## src/rtl/rom_load_pkg.sv

```systemverilog
// Shared types and width helpers for the cartridge ROM load bridge.
package rom_load_pkg;

  localparam int unsigned CSUM_W = 16;

  typedef enum logic {
    ARM = 1'b0,
    RUN = 1'b1
  } fsm_state_t;

  function automatic int unsigned bank_w(input int unsigned num_banks);
    return $clog2(num_banks);
  endfunction

  function automatic int unsigned ofs_w(input int unsigned addr_w, input int unsigned num_banks);
    return addr_w - $clog2(num_banks);
  endfunction

  function automatic int unsigned waddr_w(input int unsigned addr_w, input int unsigned num_banks,
                                          input int unsigned pack);
    return addr_w - $clog2(num_banks) - $clog2(pack);
  endfunction

  // Lane index is kept at least one bit wide so PACK=1 still yields a legal vector.
  function automatic int unsigned lane_w(input int unsigned pack);
    return (pack > 1) ? $clog2(pack) : 1;
  endfunction

endpackage

```

## src/rtl/rom_load_bridge_strobe_edge.sv

```systemverilog
// Registered rising-edge detector; RST_VAL=1 masks a strobe already high at reset release.
module strobe_edge #(
  parameter logic RST_VAL = 1'b1
) (
  input  logic clk,
  input  logic rst_n,
  input  logic strobe,
  output logic accept_c
);

  logic prev_q;

  always_ff @(posedge clk) begin
    if (!rst_n) prev_q <= RST_VAL;
    else        prev_q <= strobe;
  end

  assign accept_c = strobe & ~prev_q;

endmodule

```

## src/rtl/rom_load_bridge.sv

```systemverilog
// CPU byte-write conduit to banked wide-word cartridge memories: direct writes or
// auto-incrementing packed stream loads with checksum, byte count and overflow.
module rom_load_bridge
  import rom_load_pkg::*;
#(
  parameter int unsigned DATA_W    = 8,
  parameter int unsigned ADDR_W    = 16,
  parameter int unsigned PACK      = 2,
  parameter int unsigned NUM_BANKS = 2,
  localparam int unsigned MEM_W    = PACK * DATA_W,
  localparam int unsigned BANK_W   = bank_w(NUM_BANKS),
  localparam int unsigned OFS_W    = ofs_w(ADDR_W, NUM_BANKS),
  localparam int unsigned WADDR_W  = waddr_w(ADDR_W, NUM_BANKS, PACK),
  localparam int unsigned CNT_W    = ADDR_W + 1
) (
  input  logic                 clk_clk,
  input  logic                 reset_reset_n,
  input  logic [DATA_W-1:0]    to_game_rom,
  input  logic                 write_rom,
  input  logic [ADDR_W-1:0]    rom_addr,
  input  logic                 stream_mode,
  input  logic                 load_clr,
  input  logic                 flush,
  output logic [NUM_BANKS-1:0] mem_we,
  output logic [WADDR_W-1:0]   mem_addr,
  output logic [MEM_W-1:0]     mem_wdata,
  output logic [PACK-1:0]      mem_be,
  output logic [CSUM_W-1:0]    checksum,
  output logic [CNT_W-1:0]     byte_count,
  output logic                 busy,
  output logic                 overflow
);

  localparam int unsigned LSB_W  = $clog2(PACK);
  localparam int unsigned LANE_W = lane_w(PACK);

  logic accept_c;

  strobe_edge #(.RST_VAL(1'b1)) u_strobe_edge (
    .clk      (clk_clk),
    .rst_n    (reset_reset_n),
    .strobe   (write_rom),
    .accept_c (accept_c)
  );

  fsm_state_t           state_q, state_d;
  logic [ADDR_W-1:0]    ptr_q, ptr_d, cur_ptr;
  logic [MEM_W-1:0]     buf_q, buf_d, word_buf;
  logic [PACK-1:0]      fill_q, fill_d, word_fill;
  logic [LANE_W-1:0]    lane;
  logic [PACK-1:0]      lane_oh;
  logic [OFS_W-1:0]     ofs_nx;
  logic [WADDR_W-1:0]   wr_waddr;
  logic [NUM_BANKS-1:0] wr_bank;
  logic                 stream_c, do_write;

  logic [NUM_BANKS-1:0] we_d;
  logic [WADDR_W-1:0]   addr_d;
  logic [MEM_W-1:0]     wdata_d;
  logic [PACK-1:0]      be_d;
  logic [CSUM_W-1:0]    csum_d;
  logic [CNT_W-1:0]     cnt_d;
  logic                 ovf_d;

  // Once a stream is running the latched pointer owns addressing and mode.
  assign stream_c = (state_q == RUN) || stream_mode;
  assign cur_ptr  = (state_q == RUN) ? ptr_q : rom_addr;
  assign lane     = (PACK > 1) ? cur_ptr[LANE_W-1:0] : '0;
  assign lane_oh  = PACK'(1) << lane;
  assign ofs_nx   = cur_ptr[OFS_W-1:0] + OFS_W'(1);
  assign wr_waddr = WADDR_W'(cur_ptr[OFS_W-1:0] >> LSB_W);
  assign wr_bank  = NUM_BANKS'(1) << cur_ptr[ADDR_W-1 -: BANK_W];
  assign busy     = |fill_q;

  always_comb begin
    state_d   = state_q;
    ptr_d     = ptr_q;
    buf_d     = buf_q;
    fill_d    = fill_q;
    we_d      = '0;
    addr_d    = mem_addr;
    wdata_d   = mem_wdata;
    be_d      = mem_be;
    csum_d    = checksum;
    cnt_d     = byte_count;
    ovf_d     = overflow;
    word_buf  = buf_q;
    word_fill = fill_q;
    do_write  = 1'b0;

    if (load_clr) begin
      state_d = ARM;
      buf_d   = '0;
      fill_d  = '0;
      csum_d  = '0;
      cnt_d   = '0;
      ovf_d   = 1'b0;
    end else if (accept_c && !stream_c) begin
      we_d    = wr_bank;
      addr_d  = wr_waddr;
      wdata_d = {PACK{to_game_rom}};
      be_d    = lane_oh;
      csum_d  = checksum + CSUM_W'(to_game_rom);
      cnt_d   = (&byte_count) ? byte_count : byte_count + CNT_W'(1);
    end else begin
      if (accept_c && !overflow) begin
        for (int i = 0; i < int'(PACK); i++) begin
          if (lane == LANE_W'(i)) word_buf[i*DATA_W +: DATA_W] = to_game_rom;
        end
        word_fill = word_fill | lane_oh;
        ptr_d     = {cur_ptr[ADDR_W-1 -: BANK_W], ofs_nx};
        state_d   = RUN;
        csum_d    = checksum + CSUM_W'(to_game_rom);
        cnt_d     = (&byte_count) ? byte_count : byte_count + CNT_W'(1);
        if (lane == LANE_W'(PACK - 1)) do_write = 1'b1;
        // Offset wrap means the bank is exhausted: commit and lock out further bytes.
        if (ofs_nx == '0) begin
          ovf_d    = 1'b1;
          do_write = 1'b1;
        end
      end
      if (flush && (word_fill != '0)) do_write = 1'b1;
      if (do_write) begin
        we_d    = wr_bank;
        addr_d  = wr_waddr;
        wdata_d = word_buf;
        be_d    = word_fill;
        buf_d   = '0;
        fill_d  = '0;
      end else begin
        buf_d   = word_buf;
        fill_d  = word_fill;
      end
    end
  end

  always_ff @(posedge clk_clk) begin
    if (!reset_reset_n) begin
      state_q    <= ARM;
      ptr_q      <= '0;
      buf_q      <= '0;
      fill_q     <= '0;
      mem_we     <= '0;
      mem_addr   <= '0;
      mem_wdata  <= '0;
      mem_be     <= '0;
      checksum   <= '0;
      byte_count <= '0;
      overflow   <= 1'b0;
    end else begin
      state_q    <= state_d;
      ptr_q      <= ptr_d;
      buf_q      <= buf_d;
      fill_q     <= fill_d;
      mem_we     <= we_d;
      mem_addr   <= addr_d;
      mem_wdata  <= wdata_d;
      mem_be     <= be_d;
      checksum   <= csum_d;
      byte_count <= cnt_d;
      overflow   <= ovf_d;
    end
  end

endmodule

```

## config.mk

```make
export PLATFORM = sky130hd
export DESIGN_NAME = rom_load_bridge
export DESIGN_NICKNAME = d
export VERILOG_FILES = /design/src/rtl/rom_load_pkg.sv /design/src/rtl/rom_load_bridge_strobe_edge.sv /design/src/rtl/rom_load_bridge.sv
export SDC_FILE = /design/constraint.sdc
export NUM_CORES = 1
export LEC_CHECK = 0
export ABC_AREA = 0
export ABC_CLOCK_PERIOD_IN_PS = 6000
export CORE_MARGIN = 4
export CORE_UTILIZATION = 57
export DETAILED_ROUTE_END_ITERATION = 6
export GPL_TIMING_DRIVEN = 0
export PLACE_DENSITY = 0.95
export SLEW_MARGIN = 25
export SYNTH_ARGS = -nofsm -noshare
export SYNTH_HDL_FRONTEND = slang
export SYNTH_SLANG_ARGS = --single-unit
export TNS_END_PERCENT = 10
```

## constraint.sdc

```tcl
create_clock -name clk_clk -period 6 [get_ports clk_clk]
set_clock_uncertainty 0.15 [all_clocks]
set_input_delay 1.2 -clock clk_clk [delete_from_list [all_inputs] [get_ports clk_clk]]
set_output_delay 1.2 -clock clk_clk [all_outputs]
set_load 0.01 [all_outputs]
```

# Word level (Yosys, flattened, before mapping)
# Cells that the tools add are included.
[totals]
register_bits = 104
inputBits = 30
output_inout_bits = 69
wordCells = 68
[classes]
add_sub_neg = 3
n_shift = 2
n_mux = 28
bitwise_logic = 6
reduce_logical = 17
[op_table]
columns = ["operator", "count"]
rows = [
  ["2-to-1 mux 16 bit", 7],
  ["2-to-1 mux 17 bit", 3],
  ["2-to-1 mux 14 bit", 2],
  ["adder 17 x 1 -> 17 bit, second input constant", 1],
  ["AND reduction 17 bit", 1],
  ["adder 16 x 8 -> 16 bit", 1],
  ["2-to-1 mux 2 bit", 8],
  ["2-to-1 mux 8 bit", 2],
  ["adder 15 x 1 -> 15 bit, second input constant", 1],
  ["zero test 15 bit", 1],
  ["2-to-1 mux 1 bit", 6],
  ["AND reduction 3 bit", 2],
  ["nonzero test 2 bit", 3],
  ["NOT 1 bit", 4],
  ["AND reduction 2 bit", 2],
  ["OR reduction 2 bit", 2],
  ["<< shifter 1 x 1 -> 2 bit, first input constant", 2],
  ["logical AND 1 bit", 3],
  ["zero test 1 bit", 2],
  ["bitwise OR 2 bit", 1],
  ["AND 1 bit", 1],
  ["logical OR 1 bit", 1],
]

# Logic depth before layout (Yosys ltp)
# Gate-level depths: netlist (run 1).
[depth]
ltp_word = 13
depth_mapped = 16
ltp_nobuf = 11

# Cells and area by module
# From an unflattened synthesis (run 1), not the netlist that was laid out.
[unflattened]
cells_unflattened = 622
area_unflattened_um2 = 5457.7
[by_module_without_submodules]
columns = ["module", "instances", "cells_per_inst", "area_each_um2", "seq_area_each_um2"]
rows = [
  ["rom_load_bridge", 1, 619, 5417.7, 2062.0],
  ["strobe_edge", 1, 3, 40.0, 20.0],
]

# Worst setup path after synthesis (run 1)
# OpenSTA, ideal clock, no wires.
[synth_timing]
path_kind = "input -> register"
start = "input port rom_addr[0]"
end = "register mem_wdata[14]"
setup_ns = 0.123
t_arrival_ns = 3.826
slack_ns = 1.902
path_stages = 13
path_buffers = 2
path_cell_list = "mux2i_1 clkinv_1 ha_1 nand4_1 a22oi_4 a21oi_1 nor2_1 or4_1 o41ai_4 nand2_2 buf_6 buf_6 mux2i_1"
[synth_via]
elab_chain_len = 13
[synth_lines]
columns = ["element", "line_no", "rtl"]
rows = [
  ["start, declared", "rom_load_bridge.sv:20", "input logic [ADDR_W-1:0] rom_addr,"],
  ["2-to-1 mux 16 bit (*)", "rom_load_bridge.sv:67", "assign cur_ptr = (state_q == RUN) ? ptr_q : rom_addr;"],
  ["branches (longest 12 deep; another with adder 15 x 1 -> 15 bit)", "n/a", ""],
  ["end signal, assigned", "rom_load_bridge.sv:157", "mem_wdata <= wdata_d;"],
  ["end, declared", "rom_load_bridge.sv:26", "output logic [MEM_W-1:0] mem_wdata,"],
]
# Every way passes the cells marked *. The select of a mux whose other input is x is not followed.
# A chain may end at the register's enable or synchronous reset.

# Worst setup path in the final report (run 1)
[layout_timing]
start = "register state_q"
end = "register mem_addr[4]"
[layout_via]
elab_chain_len = 13
[layout_lines]
columns = ["element", "line_no", "rtl"]
rows = [
  ["start, declared", "rom_load_bridge.sv:46", "fsm_state_t state_q, state_d;"],
  ["start signal, assigned", "rom_load_bridge.sv:151", "state_q <= state_d;"],
  ["branches (longest 13 deep; another with adder 15 x 1 -> 15 bit)", "n/a", ""],
  ["end signal, assigned", "rom_load_bridge.sv:156", "mem_addr <= addr_d;"],
  ["end, declared", "rom_load_bridge.sv:25", "output logic [WADDR_W-1:0] mem_addr,"],
]
# Parallel ways; which one is timed is not known. The select of a mux whose other input is x is not followed.

==> metrics.cfg, run 1 <==
[setup_path]
worst-path-max-fanout = 10
crit_buf_inv = 6
reg2reg_slack_ps = 1050
arrival_ps = 5060
cpMaxStageDelayCell = dfxtp_1
crit_path_max_incr_delay_ps = 480
regToRegStartpoint = state_q
rr_worst_depth = 16
crit_required_ps = 6110
startpoint_type = register
crit_family = buffers and inverters
cp_cell_sequence = buf_4 > buf_4 > buf_2 > mux2i_1 > clkinv_1 > ha_1 > nand4b_1 > a22oi_4 > xnor2_1 > o2111ai_1 > or4_1 > o41ai_4 > nand2_2 > buf_6 > buf_6 > mux2i_1
path_class = register to register
reg2reg_to = mem_addr[4]
end_kind = register

[global_routing]
overflow = 0
grt_pass1_wl_um = 26000
grtUsageMet1 = 0.364
antenna_found_initial = 0
met3_usage = 0.0582
grt-busiest-layer = met2
grt_pass1_vias = 5134
use_met2 = 0.465
grt_usage = 0.285
grt_max_degree = 20

[pwr]
powerDensity_nw_per_um2 = 194
ir_drop_v = 0.000130
p_leak_nw = 2.61

[clock_tree]
ctsResizeCount = 0
clock_latency_ps = 380
numCtsBuffers = 9
root_buffer = clkbuf_8
cts_tree = yes
clk_pin_slew_ps = 110
hold_buffers = 0
clk_path_buf_depth = 2
cts_setup_buffers = 0
clock-sinks = 104
htree_num_levels = 3

[drt]
viasPerCell = 6.01
drt_first_pass_iters = 6
drc_errors = 0
dr_total_vias = 5254
drt_wl_total_um = 16100
ant_nets = 0
drt_first_iter_violations = 404
wire_per_inst_um = 18.4

[timing]
relSlewSlack = 0.506
fmax_ghz = 0.202
slew_violations = 0
tns_ps = 0
rsz0062_at_grt = no
fin_crit_sh = 0.825
setup_viol = 0
worstMarginPinSlew_ps = 722
period_needed_ps = 4950
hold_violations = 0
finalWorstSetupSlack_ps = 1050
hold_ws_ps = 311

[synth]
synthFlopType = dfxtp_1
synth_xor_area_frac = 0.0419
synth_top_area_share = 0.383
syn-cell-area_um2 = 5440
synthArstFlopShare = 0
synth_adder_area_share = 0.0313
postSynthAreaPerCell_um2 = 8.60
synth_top_family_by_area = simple AND/OR/NAND/NOR gates
ys_types = 61
synthCells = 632
synth-compound-area-share = 0.160
yosysTopAreaCell = dfxtp_1
synth_area_leaders = dfxtp_1 38%, mux2i_1 8.3%, nand2_1 6.6%
synth_mux_area_frac = 0.106
seq_area_frac_synth = 0.383
ys_ff_latch = 104
synth-edff-count = 0
synth-simple-area-share = 0.245
yosys_warnings = 0
netlist_top_cells_count = 104 x dfxtp_1, 96 x nand2_1, 45 x mux2i_1
syn-num-nets = 675
yosysMostFrequentCell = dfxtp_1

[placed_design]
io_buffer_count = 97
dp.cells = 858
dpl.hpwl_um = 12100
place_area_um2 = 6570
gp_congestion = 0.957
dpl_worst_slack_ps = 729

[floorplan]
core_area_um2 = 9240
io_pins = 99
start_util = 0.588
dieWidth_um = 106
core.rowCount = 35
die_y_um = 106
design.die.area_um2 = 11200

[final_layout]
layout.cells.non_filler = 874
area_growth_syn_to_layout_pct = 24.2
diodes = 0
multi_input_area_um2 = 3170
fin_nets = 783
nFillCells = 680
seqCellArea_um2 = 2080
drive_gt1_frac = 0.0631
final_cell_area_um2 = 6750

[min_path]
min_path_cells = 1
hold-path-endpoint = buf_q[8]
min_path_type = register to register
min-delay-start = buf_q[8]

[status]
status = finished clean

[run]
drv_cap = 0

==> cell type report <==
class | count | share of cell area
clock buffer | 10 | 0.0189
sequential | 104 | 0.308
buffer | 29 | 0.0204
timing repair buffer | 97 | 0.144
clock inverter | 6 | 0.00852
multi-input combinational | 488 | 0.470
tap | 129 | 0.0239
inverter | 11 | 0.00611
==> sequential cells by signal, summed over array words and instances (netlist names) <==
register              flops
buf_q                    16
byte_count               17
checksum                 16
fill_q                    2
mem_addr                 14
mem_be                    2
mem_wdata                16
mem_we                    2
overflow                  1
ptr_q                    16
state_q                   1
u_strobe_edge.prev_q      1
==> cells in the final DEF (no fill, tap or decap), drive strengths merged, types with 5 or more instances in the layout <==
cell,synthesis,layout
or2,5,5
a21oi,37,37
nand3,19,19
and2,17,17
clkbuf,22,32
o211ai,19,19
clkdlybuf4s50,0,97
nor3,7,7
ha,12,12
mux2,11,11
xnor2,10,10
nand2,97,97
and3,9,9
mux2i,45,45
o21ai,29,29
nand4,9,9
dfxtp,104,104
xor2,16,16
a21boi,9,9
a32oi,8,8
nor2b,9,9
nand2b,23,23
nor2,44,44
inv,10,15
buf,7,7
nand3b,5,5
==> worst max-delay path by stage <==
stage	slack (ps)	startpoint	end	depth (start not counted)
6_report	1050	state_q	mem_addr[4]	16
2_1_floorplan	1900	rom_addr[0]	mem_wdata[14]	13
4_1_cts	1100	state_q	mem_addr[5]	16
5_1_grt	770	state_q	mem_addr[2]	16
3_3_place_gp	780	rom_addr[0]	mem_addr[2]	14
3_5_place_dp	730	rom_addr[0]	mem_addr[5]	14
==> per-stage QoR <==
step / utilization / total power, mW
final: 0.731 / 1.31
after global placement: 0.711 / 0.886
after detailed placement: 0.711 / 0.892
after global routing: 0.731 / 1.35
after floorplan: - / 0.820
after CTS: 0.731 / 1.31
==> routing by layer <==
layer | share of wire | wire length, µm | up-vias
li1 | - | - | 2453
met1 | 0.42 | 6810 | 2483
met2 | 0.46 | 7470 | 265
met3 | 0.075 | 1210 | 53
met4 | 0.037 | 587 | 0
met5 | 0 | 0 | -
==> power by group <==
| part | internal (mW) | switching (mW) |
|---|---|---|
| Clock | 0.162 | 0.266 |
| Combinational | 0.0716 | 0.101 |
| Sequential | 0.700 | 0.00812 |
==> kinds of logic after synthesis <==
logic type / count (synthesis)
xor gates and xnor gates: 26
buffers and inverters: 40
adders and majority gates: 13
muxes: 56
and+or+nand+nor: 265
DFF: 104
AOI/OAI and AO/OA: 128
(Power assumes the default switching activity.)
==> run 2: changes to the inputs <==
Settings changed: ABC_CLOCK_PERIOD_IN_PS 6000 to 4420, CORE_UTILIZATION 57 to 48, PLACE_DENSITY 0.95 to 0.87.
Clock period 6 ns to 4.42 ns, I/O delays scaled along.
==> run 2 against run 1 <==
  * Sequential power grew 36%
  * Worst setup slack lost 900 ps
  * Register-to-register slack lost 830 ps
  * Routed wire length shrank 4.3%
  * Final area grew 2.6%
  * Combinational power grew 35%
==> metrics.cfg, run 2 (synthesis gave the netlist of run 1 again) <==
[global_routing]
grt_pass1_vias = 5151
grt_usage = 0.236
grt_max_degree = 20
grt_pass1_wl_um = 25000
antenna_found_initial = 0
overflow = 0

[clock_tree]
cts_tree = yes
clk_pin_slew_ps = 70
clock_latency_ps = 360
htree_num_levels = 3
clk_path_buf_depth = 2
clock-sinks = 104
numCtsBuffers = 9
hold_buffers = 0
root_buffer = clkbuf_16

[pwr]
power_frac_comb = 0.113
p_sw_uw = 516
p_int_mw = 1.55
p_leak_nw = 2.68
clkPwrFrac = 0.422
ir_drop_v = 0.000213
switching_share = 0.250
p_seq_frac = 0.465
powerDensity_nw_per_um2 = 298

[final_layout]
largest-register = byte_count
area_growth_syn_to_layout_pct = 27.4
mostFrequentLayoutCell = dfxtp_1
final_cell_area_um2 = 6930
final_core_util = 0.631
seqCellArea_um2 = 2080
nFillCells = 931
layout.cells.non_filler = 885
final_cell_mix = 103 x dfxtp_1, 97 x clkdlybuf4s50_1, 96 x nand2_1, 44 x mux2i_1, 44 x nor2_1
largest_reg_flops = 17
drive_gt1_frac = 0.0685
diodes = 0
fin_nets = 783
multi_input_area_um2 = 3190

[setup_path]
path_class = input port to register
startpoint_type = input port
end_kind = register
arrival_ps = 4340
crit_required_ps = 4500
reg2reg_slack_ps = 220
worst-path-max-fanout = 10

[floorplan]
die_y_um = 114
design.die.area_um2 = 13100
core.rowCount = 38
start_util = 0.495
dieWidth_um = 114
core_area_um2 = 11000
io_pins = 99

[drt]
viasPerCell = 5.79
drt_wl_total_um = 15400
wire_per_inst_um = 17.4
ant_nets = 0
drt_first_pass_iters = 5
drt_first_iter_violations = 310
dr_total_vias = 5121
drc_errors = 0

[placed_design]
dp.cells = 869
dpl.hpwl_um = 11900
dpl_worst_slack_ps = -439
io_buffer_count = 97
gp_congestion = 0.908
place_area_um2 = 6580

[timing]
finalWorstSetupSlack_ps = 151
period_needed_ps = 4270
slew_violations = 0
tns_ps = 0
setup_viol = 0
worstMarginPinSlew_ps = 667
hold_violations = 0
fmax_ghz = 0.234
relSlewSlack = 0.543
fin_crit_sh = 0.966

[run]
drv_cap = 0

[min_path]
min_path_type = register to register

[status]
status = finished clean

-- run 2: critical path, cell delays in order --
cell and delay [ps]:
clkdlybuf4s50_1 560, mux2i_4 100, clkinv_2 130, ha_1 300, nand4_1 190, a22oi_4 320
and3_1 230, nor2_1 60, or4_1 580, o41ai_4 400, nand2_2 90, buf_6 190
buf_6 160, mux2i_1 120
-- run 2: per-layer routing --
layer  global-route usage  vias to the layer above  wire length [µm]
met1                0.294                     2459              6870
met3               0.0497                       35               791
met4               0.0847                        0               341
met2                0.404                      167              7380
li1                     -                     2460                 -
met5                    0                        -                 0
-- run 2: final timing paths --
check | startpoint | end | cells after the start
hold / removal | buf_q[8] | buf_q[8] | 1
setup / recovery | rom_addr[0] | mem_addr[4] | 14
hold reg to reg | buf_q[8] | buf_q[8] | 1
setup reg to reg | state_q | mem_addr[4] | 15
-- run 2: final cells by class --
| class | instances | share of cell area |
|---|---|---|
| sequential | 104 | 0.301 |
| clock inverter | 7 | 0.0146 |
| timing repair buffer | 98 | 0.141 |
| multi-input combinational | 488 | 0.460 |
| buffer | 28 | 0.0192 |
| clock buffer | 9 | 0.0325 |
| tap | 140 | 0.0253 |
| inverter | 11 | 0.00614 |
-- run 2: through the flow --
stage | total power, mW | hold WS [ps]
2_1_floorplan | 1.11 | 270
3_3_place_gp | 1.20 | 283
3_5_place_dp | 1.21 | 290
4_1_cts | 2.07 | 312
5_1_grt | 2.13 | 339
6_report | 2.07 | 310
-- run 2: power groups by stage --
stage	sequential (mW)	combinational (mW)	clock, mW
3_5_place_dp	0.982	0.227	0
5_1_grt	0.962	0.253	0.914
2_1_floorplan	0.983	0.130	0
3_3_place_gp	0.981	0.221	0
4_1_cts	0.960	0.230	0.877
6_report	0.961	0.233	0.873
-- run 2: what timing repair did --
action,4_1_cts,5_1_grt
pin swaps,1,0
setup buffers,1,0
endpoints found under the hold margin,0,0
endpoints found under the setup margin,41,28
gates resized for setup,2,2
==> run 3: changes to the inputs <==
--- a/config.mk
+++ b/config.mk
@@ -12,4 +12,5 @@
 export DETAILED_ROUTE_END_ITERATION = 6
 export GPL_TIMING_DRIVEN = 0
+export HOLD_SLACK_MARGIN = 0.03
 export PLACE_DENSITY = 0.87
 export SLEW_MARGIN = 25
==> constraint.sdc (replaced) <==
create_clock -name clk_clk -period 4.42 [get_ports clk_clk]
set_clock_uncertainty 0.15 [all_clocks]
set_input_delay 0.442 -clock clk_clk [delete_from_list [all_inputs] [get_ports clk_clk]]
set_output_delay 0.442 -clock clk_clk [all_outputs]
set_load 0.01 [all_outputs]
==> results of run 3 <==
Same layout as run 2 (identical final DEF). Status: finished clean.
Main changes from that run: setup slack after placement -439 ps -> -398 ps; setup slack after layout 151 ps -> 221 ps; start point of the critical path rom_addr[0] -> state_q
